`config.mk`:
```
export PLATFORM = sky130hd
export DESIGN_NAME = ps2_key_matrix
export DESIGN_NICKNAME = d
export VERILOG_FILES = /design/src/rtl/chip8_ps2_pkg.sv /design/src/rtl/ps2_rx.sv /design/src/rtl/ps2_key_matrix.sv
export SDC_FILE = /design/constraint.sdc
export NUM_CORES = 1
export LEC_CHECK = 0
export CORE_AREA = 2 2 102 104
export CTS_CLUSTER_SIZE = 24
export DETAILED_ROUTE_END_ITERATION = 12
export DIE_AREA = 0 0 104 106
export DONT_BUFFER_PORTS = 1
export PLACE_DENSITY = 0.63
export REMOVE_ABC_BUFFERS = 1
export SYNTH_ARGS = -nofsm -noshare
export SYNTH_HDL_FRONTEND = slang
export SYNTH_HIERARCHICAL = 1
export SYNTH_SLANG_ARGS = --single-unit
```
`constraint.sdc`:
```
create_clock -name clk -period 3.4 [get_ports clk]
set_input_delay 0.85 -clock clk [delete_from_list [all_inputs] [get_ports clk]]
set_output_delay 0.85 -clock clk [all_outputs]
set_load 0.03 [all_outputs]
```
`src/rtl/chip8_ps2_pkg.sv`:
```
// Shared constants, frame-state encoding and scan-code lookup for the PS/2 keypad front end.
package chip8_ps2_pkg;

    localparam logic [7:0] SC_BREAK = 8'hF0;
    localparam logic [7:0] SC_EXT   = 8'hE0;

    typedef enum logic [1:0] {
        IDLE,
        DATA,
        PARITY,
        STOP
    } frame_state_t;

    // Returns {hit, key}; hit = 0 for codes outside the hex keypad layout.
    function automatic logic [4:0] scan_to_key(input logic [7:0] code);
        logic [4:0] res;
        res = 5'h00;
        case (code)
            8'h16: res = {1'b1, 4'h1};
            8'h1E: res = {1'b1, 4'h2};
            8'h26: res = {1'b1, 4'h3};
            8'h25: res = {1'b1, 4'hC};
            8'h15: res = {1'b1, 4'h4};
            8'h1D: res = {1'b1, 4'h5};
            8'h24: res = {1'b1, 4'h6};
            8'h2D: res = {1'b1, 4'hD};
            8'h1C: res = {1'b1, 4'h7};
            8'h1B: res = {1'b1, 4'h8};
            8'h23: res = {1'b1, 4'h9};
            8'h2B: res = {1'b1, 4'hE};
            8'h1A: res = {1'b1, 4'hA};
            8'h22: res = {1'b1, 4'h0};
            8'h21: res = {1'b1, 4'hB};
            8'h2A: res = {1'b1, 4'hF};
            default: res = 5'h00;
        endcase
        return res;
    endfunction

endpackage

```
`src/rtl/ps2_rx.sv`:
```
// PS/2 device-to-host receiver: line synchronisers, clock glitch filter,
// 11-bit frame deframer with odd-parity/stop checking and mid-frame timeout.
module ps2_rx
    import chip8_ps2_pkg::*;
#(
    parameter int SYNC_STAGES    = 2,
    parameter int FILTER_LEN     = 8,
    parameter int TIMEOUT_CYCLES = 20000
) (
    input  logic       clk,
    input  logic       rst_n,
    input  logic       ps2_clk,
    input  logic       ps2_data,
    output logic       rx_valid,
    output logic [7:0] rx_byte,
    output logic       frame_error
);
    localparam int FW = $clog2(FILTER_LEN + 1);
    localparam int TW = $clog2(TIMEOUT_CYCLES + 1);

    logic [SYNC_STAGES-1:0] clk_sync_reg;
    logic [SYNC_STAGES-1:0] data_sync_reg;
    logic                   clk_s;
    logic                   data_s;

    logic          filt_reg, filt_next;
    logic [FW-1:0] filt_cnt_reg, filt_cnt_next;
    logic          fall_reg;

    frame_state_t  state_reg, state_next;
    logic [2:0]    bit_cnt_reg, bit_cnt_next;
    logic [7:0]    shift_reg, shift_next;
    logic          parity_reg, parity_next;
    logic [TW-1:0] to_cnt_reg, to_cnt_next;
    logic          rx_valid_reg, rx_valid_next;
    logic [7:0]    rx_byte_reg;
    logic          frame_error_reg, frame_error_next;

    assign clk_s  = clk_sync_reg[SYNC_STAGES-1];
    assign data_s = data_sync_reg[SYNC_STAGES-1];

    // Filtered level flips only once FILTER_LEN consecutive samples disagree with it.
    always_comb begin
        filt_next     = filt_reg;
        filt_cnt_next = '0;
        if (clk_s != filt_reg) begin
            if (filt_cnt_reg == FW'(FILTER_LEN - 1))
                filt_next = clk_s;
            else
                filt_cnt_next = filt_cnt_reg + FW'(1);
        end
    end

    always_comb begin
        state_next       = state_reg;
        bit_cnt_next     = bit_cnt_reg;
        shift_next       = shift_reg;
        parity_next      = parity_reg;
        to_cnt_next      = '0;
        rx_valid_next    = 1'b0;
        frame_error_next = 1'b0;

        // A fall in the same cycle as the timeout takes priority.
        if (state_reg != IDLE && !fall_reg) begin
            if (to_cnt_reg == TW'(TIMEOUT_CYCLES - 1)) begin
                state_next       = IDLE;
                frame_error_next = 1'b1;
            end else begin
                to_cnt_next = to_cnt_reg + TW'(1);
            end
        end

        if (fall_reg) begin
            case (state_reg)
                IDLE: begin
                    if (!data_s) begin
                        state_next   = DATA;
                        bit_cnt_next = 3'd0;
                    end else begin
                        frame_error_next = 1'b1;
                    end
                end
                DATA: begin
                    shift_next   = {data_s, shift_reg[7:1]};
                    bit_cnt_next = bit_cnt_reg + 3'd1;
                    if (bit_cnt_reg == 3'd7)
                        state_next = PARITY;
                end
                PARITY: begin
                    parity_next = data_s;
                    state_next  = STOP;
                end
                STOP: begin
                    state_next = IDLE;
                    if ((^{shift_reg, parity_reg}) && data_s)
                        rx_valid_next = 1'b1;
                    else
                        frame_error_next = 1'b1;
                end
                default: state_next = IDLE;
            endcase
        end
    end

    always_ff @(posedge clk or negedge rst_n) begin
        if (!rst_n) begin
            clk_sync_reg    <= '1;
            data_sync_reg   <= '1;
            filt_reg        <= 1'b1;
            filt_cnt_reg    <= '0;
            fall_reg        <= 1'b0;
            state_reg       <= IDLE;
            bit_cnt_reg     <= 3'd0;
            shift_reg       <= 8'h00;
            parity_reg      <= 1'b0;
            to_cnt_reg      <= '0;
            rx_valid_reg    <= 1'b0;
            rx_byte_reg     <= 8'h00;
            frame_error_reg <= 1'b0;
        end else begin
            clk_sync_reg    <= SYNC_STAGES'({clk_sync_reg, ps2_clk});
            data_sync_reg   <= SYNC_STAGES'({data_sync_reg, ps2_data});
            filt_reg        <= filt_next;
            filt_cnt_reg    <= filt_cnt_next;
            fall_reg        <= filt_reg & ~filt_next;
            state_reg       <= state_next;
            bit_cnt_reg     <= bit_cnt_next;
            shift_reg       <= shift_next;
            parity_reg      <= parity_next;
            to_cnt_reg      <= to_cnt_next;
            rx_valid_reg    <= rx_valid_next;
            frame_error_reg <= frame_error_next;
            if (rx_valid_next)
                rx_byte_reg <= shift_reg;
        end
    end

    assign rx_valid    = rx_valid_reg;
    assign rx_byte     = rx_byte_reg;
    assign frame_error = frame_error_reg;

endmodule

```
`src/rtl/ps2_key_matrix.sv`:
```
// PS/2 keyboard to Chip-8 hex keypad matrix: make/break/extended prefix decode
// on top of the synchronous frame receiver.
module ps2_key_matrix
    import chip8_ps2_pkg::*;
#(
    parameter int SYNC_STAGES    = 2,
    parameter int FILTER_LEN     = 8,
    parameter int TIMEOUT_CYCLES = 20000
) (
    input  logic        clk,
    input  logic        rst_n,
    input  logic        ps2_clk,
    input  logic        ps2_data,
    output logic [15:0] key_matrix,
    output logic        key_event,
    output logic [3:0]  key_code,
    output logic        key_down,
    output logic        any_key,
    output logic        frame_error
);
    logic       rx_valid;
    logic [7:0] rx_byte;

    ps2_rx #(
        .SYNC_STAGES   (SYNC_STAGES),
        .FILTER_LEN    (FILTER_LEN),
        .TIMEOUT_CYCLES(TIMEOUT_CYCLES)
    ) u_rx (
        .clk        (clk),
        .rst_n      (rst_n),
        .ps2_clk    (ps2_clk),
        .ps2_data   (ps2_data),
        .rx_valid   (rx_valid),
        .rx_byte    (rx_byte),
        .frame_error(frame_error)
    );

    logic        break_reg, break_next;
    logic        ext_reg, ext_next;
    logic [15:0] matrix_reg, matrix_next;
    logic        key_event_reg;
    logic [3:0]  key_code_reg;
    logic        key_down_reg;
    logic        any_key_reg;

    logic [4:0]  hit_key;
    logic        is_prefix;
    logic        new_level;
    logic        write_en;

    assign hit_key   = scan_to_key(rx_byte);
    assign is_prefix = (rx_byte == SC_BREAK) || (rx_byte == SC_EXT);
    assign new_level = ~break_reg;
    // Only a real level change writes, so typematic repeats stay silent.
    assign write_en  = rx_valid && !is_prefix && !ext_reg && hit_key[4] &&
                       (matrix_reg[hit_key[3:0]] != new_level);

    genvar gi;
    generate
        for (gi = 0; gi < 16; gi++) begin : g_key
            assign matrix_next[gi] = (write_en && hit_key[3:0] == 4'(gi)) ? new_level
                                                                          : matrix_reg[gi];
        end
    endgenerate

    always_comb begin
        break_next = break_reg;
        ext_next   = ext_reg;
        if (rx_valid) begin
            if (rx_byte == SC_BREAK) begin
                break_next = 1'b1;
            end else if (rx_byte == SC_EXT) begin
                ext_next = 1'b1;
            end else begin
                break_next = 1'b0;
                ext_next   = 1'b0;
            end
        end
    end

    always_ff @(posedge clk or negedge rst_n) begin
        if (!rst_n) begin
            break_reg     <= 1'b0;
            ext_reg       <= 1'b0;
            matrix_reg    <= 16'h0000;
            key_event_reg <= 1'b0;
            key_code_reg  <= 4'h0;
            key_down_reg  <= 1'b0;
            any_key_reg   <= 1'b0;
        end else begin
            break_reg     <= break_next;
            ext_reg       <= ext_next;
            matrix_reg    <= matrix_next;
            key_event_reg <= write_en;
            any_key_reg   <= |matrix_next;
            if (write_en) begin
                key_code_reg <= hit_key[3:0];
                key_down_reg <= new_level;
            end
        end
    end

    assign key_matrix = matrix_reg;
    assign key_event  = key_event_reg;
    assign key_code   = key_code_reg;
    assign key_down   = key_down_reg;
    assign any_key    = any_key_reg;

endmodule

```
* After elaboration in Yosys (flattened, before gate mapping) *
Memories as Yosys holds them, arrays and structs flattened.
Index checks and enable logic that the tools add are counted.

word-level totals
  bits in registers = 74
  ROM bits = 320
  input port bits = 4
  word-level logic and storage cells = 139
  memories = 1

memories
  name              words  width  rd ports  clocked after Yosys merged registers in  wr ports  line                 source
  (name not given)  64     5      1         0                                        0         chip8_ps2_pkg.sv:18  case (code)

operators by class
  add/subtract/negate cells = 3
  $lt $le $gt $ge = 1
  equal/unequal tests = 27
  multiplexer cells = 45
  bitwise operators = 4
  reductions and logical operators = 38

operator list
  operator                 number
  $eq A4 B4 Y1 const B     8
  $mux W1                  30
  $mux W15                 2
  $logic_and A1 B1 Y1      22
  $eq A4 B3 Y1 const B     5
  $eq A8 B8 Y1 const B     2
  $reduce_or A16 Y1        1
  $add A15 B1 Y15 const B  1
  $eq A15 B15 Y1 const B   1
  $mux W2                  5
  $reduce_xor A9 Y1        1
  $eq A4 B2 Y1 const B     2
  $mux W4                  2
  $pmux W2 S4              1
  $reduce_and A2 Y1        4
  $pmux W3 S2              1
  $lt A4 B5 Y1 const B     1
  $mux W5                  1
  $add A4 B1 Y4 const B    1
  $bmux W1 S4              1
  $eq A2 B2 Y1 const B     2
  $eq A4 B1 Y1 const B     1
  $logic_not A2 Y1         2
  $logic_not A4 Y1         1
  other kinds (13)         20

* Longest topological paths before layout *
  depth in word-level cells = 10
  gate-level depth with buffers = 12

* Hierarchy *
Netlist, hierarchy kept.

modules (own cells, without submodules)
  module          instances  cells each  area an instance (µm²)  seq. area each (µm²)
  ps2_rx          1          186         2264.7                  1232.4
  ps2_key_matrix  1          214         1901.8                  625.6

* Worst setup path before layout *
No wires, ideal clock.

  path type = register to register
  start = register u_rx.rx_byte_reg[1] (netlist: u_rx/rx_byte[1])
  end = register key_code_reg[1] (netlist: key_code[1])
  setup time = 0.125 ns
  arrival time = 2.680 ns
  required time = 3.275 ns
  path slack = 0.595 ns
  stages on the path, launching flop included = 12
  buffers on the path = 0
  clock period less this slack = 2.805 ns
  cells stage by stage = dfrtp_1 inv_1 ha_1 a21bo_2 o32a_4 nand3_1 nand4_1 a211oi_2 nor4_2 xnor2_1 nand2_2 mux2_4

on the way
  word-level cells in the longest chain between the ends = 7

ends and longest elaborated chain
  what                                                    line                  source
  start, declared                                         ps2_rx.sv:36          logic [7:0] rx_byte_reg;
  start signal, assigned                                  ps2_rx.sv:134         rx_byte_reg <= shift_reg;
  branches (longest 7 deep; another with $mem_v2 Z64 W5)  -
  end signal, assigned                                    ps2_key_matrix.sv:97  key_code_reg <= hit_key[3:0];
  end, declared                                           ps2_key_matrix.sv:42  logic [3:0] key_code_reg;

Parallel ways; which one is timed is not known. The select of a mux whose other input is x is not followed.
A chain may end at the register's enable or synchronous reset.

* Worst setup path after layout *
  start = register u_rx.rx_byte_reg[4] (netlist: u_rx/rx_byte[4])
  end = register key_code_reg[1] (netlist: key_code[1])

Same word-level chain as after synthesis.

==> results.yml <==
pwr:
  power_mw: 1.66
  p_leak_nw: 1.94
  p_per_area_nw_per_um2: 368
  ir_drop_mv: 0.224
global_routing:
  grt_max_degree: 75
  grt_remaining_overflow: 0
  first_global_vias: 3023
  antenna_found_initial: 0
  grt_usage_pct: 16.7
  grt_pass1_wl_mm: 14.8
critical_path:
  crit_chain: "xnor2_1 > a311oi_4 > nand2_4 > o2111ai_1 > a211oi_2 > nor4_2 > xnor2_1 > nand2_2 > mux2_4"
  required_ns: 3.63
  critPathLaunchType: "flip-flop"
  worstPathArrival_ns: 3.44
  cpMostUsedCell: "xnor2_1"
  critical_path_class: "flip-flop to flip-flop"
  ff2ff_setup_slack_ns: 0.19
  worstPathMaxFanout: 14
  crit_cells: 9
  setup.worst_path.end: "key_code[1]"
  r2r_end: "key_code[1]"
  crit_buf_inv: 0
  path_delay_family: "compound AO/OA/AOI/OAI gates"
  r2r-start: "u_rx/rx_byte[4]"
  end_kind: "flip-flop"
  critPathMaxStageDelay_ns: 0.70
  crit_start: "u_rx/rx_byte[4]"
  ff2ff_path_depth: 9
  cp_slowest_cell: "dfrtp_1"
clock_network:
  path_clk_slew_ns: 0.08
  ctsHtreeMaxLevel: 3
  cts_tree: "yes"
  cts-resized-gates: 0
  cts-buffers-inserted: 9
  cts.sinks: 74
  hold_buffers: 0
  clk_path_buf_depth: 2
  post-cts-setup-buffers: 0
  cts_root_buf: "clkbuf_8"
  clock_latency_ns: 0.35
synthesis:
  async_flop_share_pct: 100
  synth-simple-area-share_pct: 18.4
  synth_adder_area_share_pct: 3.60
  synth_compound_area_share_pct: 17.5
  yosysUniqueCellTypes: 75
  yosysSeqAreaShare_pct: 44.6
  ys_ff_latch: 74
  synth-edff-count: 0
  synthMuxAreaShare_pct: 7.39
  synth_ff_type: "dfrtp_1"
  avgSynthCellArea_sq_um: 10.4
  synth-xor-area-share_pct: 5.80
  synthCells: 400
  synth_warnings: 6
  synth_top_family_by_area: "simple AND/OR/NAND/NOR gates"
  syn-cell-area_sq_um: 4170
floorplanning:
  die_area_sq_um: 11000
  io_pins: 28
  die_y_um: 106
  fp-row-count: 37
  initial_core_util_pct: 41.7
  dieWidth_um: 104
  core_area_sq_um: 10000
cells_and_area:
  seqCellArea_sq_um: 1860
  nFillCells: 965
  multiInputGateArea_sq_um: 2200
  area_growth_pct: 8.41
  antenna_cells: 0
  final_area_sq_um: 4520
  final_common_cell: "dfrtp_1"
  layout-drive-gt1-share_pct: 18.0
  fin_util_pct: 45.2
  final_cell_mix: "dfrtp_1 (69), a21oi_1 (43), nor2_1 (29)"
  largest_reg_flops: 16
  nets: 422
  stdcell_count: 547
placement:
  dpl.cell_count: 531
  port_buffers: 0
  dp_hpwl_mm: 6.14
  placed_area_sq_um: 4320
  place_congestion: 0.909
  preCtsSetupSlack_ns: 0.220
timing:
  period_share_pct: 94.5
  max_freq_mhz: 311
  rsz0062_at_grt: "no"
  maxSlewViolCount: 0
  clock_skew_ns: 0.0126
  setup_tns_ns: 0
  worst_slack_ns: 0.189
  tightest_slew_ns: 0.599
  post-route-min-period_ns: 3.21
  slew_headroom_pct: 60.1
  setup_viol: 0
  holdWs_ns: 0.183
  hold_viol: 0
route:
  firstDrtPassIters: 5
  drcViolationCount: 0
  routedWlPerCell_um: 16.0
  viasPerCell: 5.74
  drt-total-wl_mm: 8.78
  vias: 3140
  drt_iter0_markers: 188
  ant_nets: 0
outcome:
  run_status: "completed"
run:
  cap_violations: 0
worst_hold_path:
  min_path_type: "input port to asynchronous set/reset pin"
-- cell families (layout without fill, tap and decap cells) --
logic type,Yosys count,count (layout)
mux,25,25
xor+xnor,24,24
compound gates,106,106
flops,74,74
fa+ha+maj,12,12
simple gates,136,136
buf+inv,23,34
-- worst min path at each step --
stage                          startpoint               endpoint  slack [ns]  cells after the start
floorplan            u_rx/clk_sync_reg[0]   u_rx/clk_sync_reg[1]        0.35                      0
global placement    u_rx/data_sync_reg[0]  u_rx/data_sync_reg[1]        0.35                      0
detailed placement  u_rx/data_sync_reg[0]  u_rx/data_sync_reg[1]        0.35                      0
CTS                                 rst_n    u_rx/to_cnt_reg[10]        0.16                      0
global route                        rst_n    u_rx/to_cnt_reg[10]        0.15                      0
finish                              rst_n     u_rx/to_cnt_reg[0]        0.18                      0
-- per-layer routing --
| layer | wire, um | GRT usage (%) |
|---|---|---|
| met1 | 4020 | 22.0 |
| met2 | 4050 | 25.8 |
| met3 | 537 | 3.99 |
| met4 | 172 | 8.30 |
| met5 | 0 | 0 |
-- final cells by class --
type,count,area share (%)
sequential,74,41.1
timing repair buffer,7,1.16
tap,136,3.77
clock inverter,3,0.886
clock buffer,13,3.52
inverter,11,0.914
multi-input combinational,303,48.6
-- power breakdown --
group | internal [mW] | switching [mW]
clock network | 0.378 | 0.315
registers | 0.907 | 0.0171
logic | 0.0250 | 0.0216
-- cells in the mapped netlist (4+ instances only) --
master	count	area, sq um
dfrtp_1	69	1730
xnor2_1	17	149
nand4_1	9	56.3
nand3_1	20	100
mux2_2	20	225
buf_4	4	30.0
nor2_2	4	25.0
ha_1	12	150
xor2_1	5	43.8
nor3_1	15	75.1
nor4_1	6	37.5
nand2b_1	6	37.5
o21ai_1	6	30.0
nand3b_1	5	37.5
a21oi_1	43	215
o21ai_0	16	80.1
o211ai_1	5	37.5
nor2b_1	4	25.0
inv_1	11	41.3
nor2_1	29	109
mux2_4	4	60.1
dfstp_2	5	131
nand2_1	15	56.3
No activity file was read; power rests on OpenSTA's default activity.
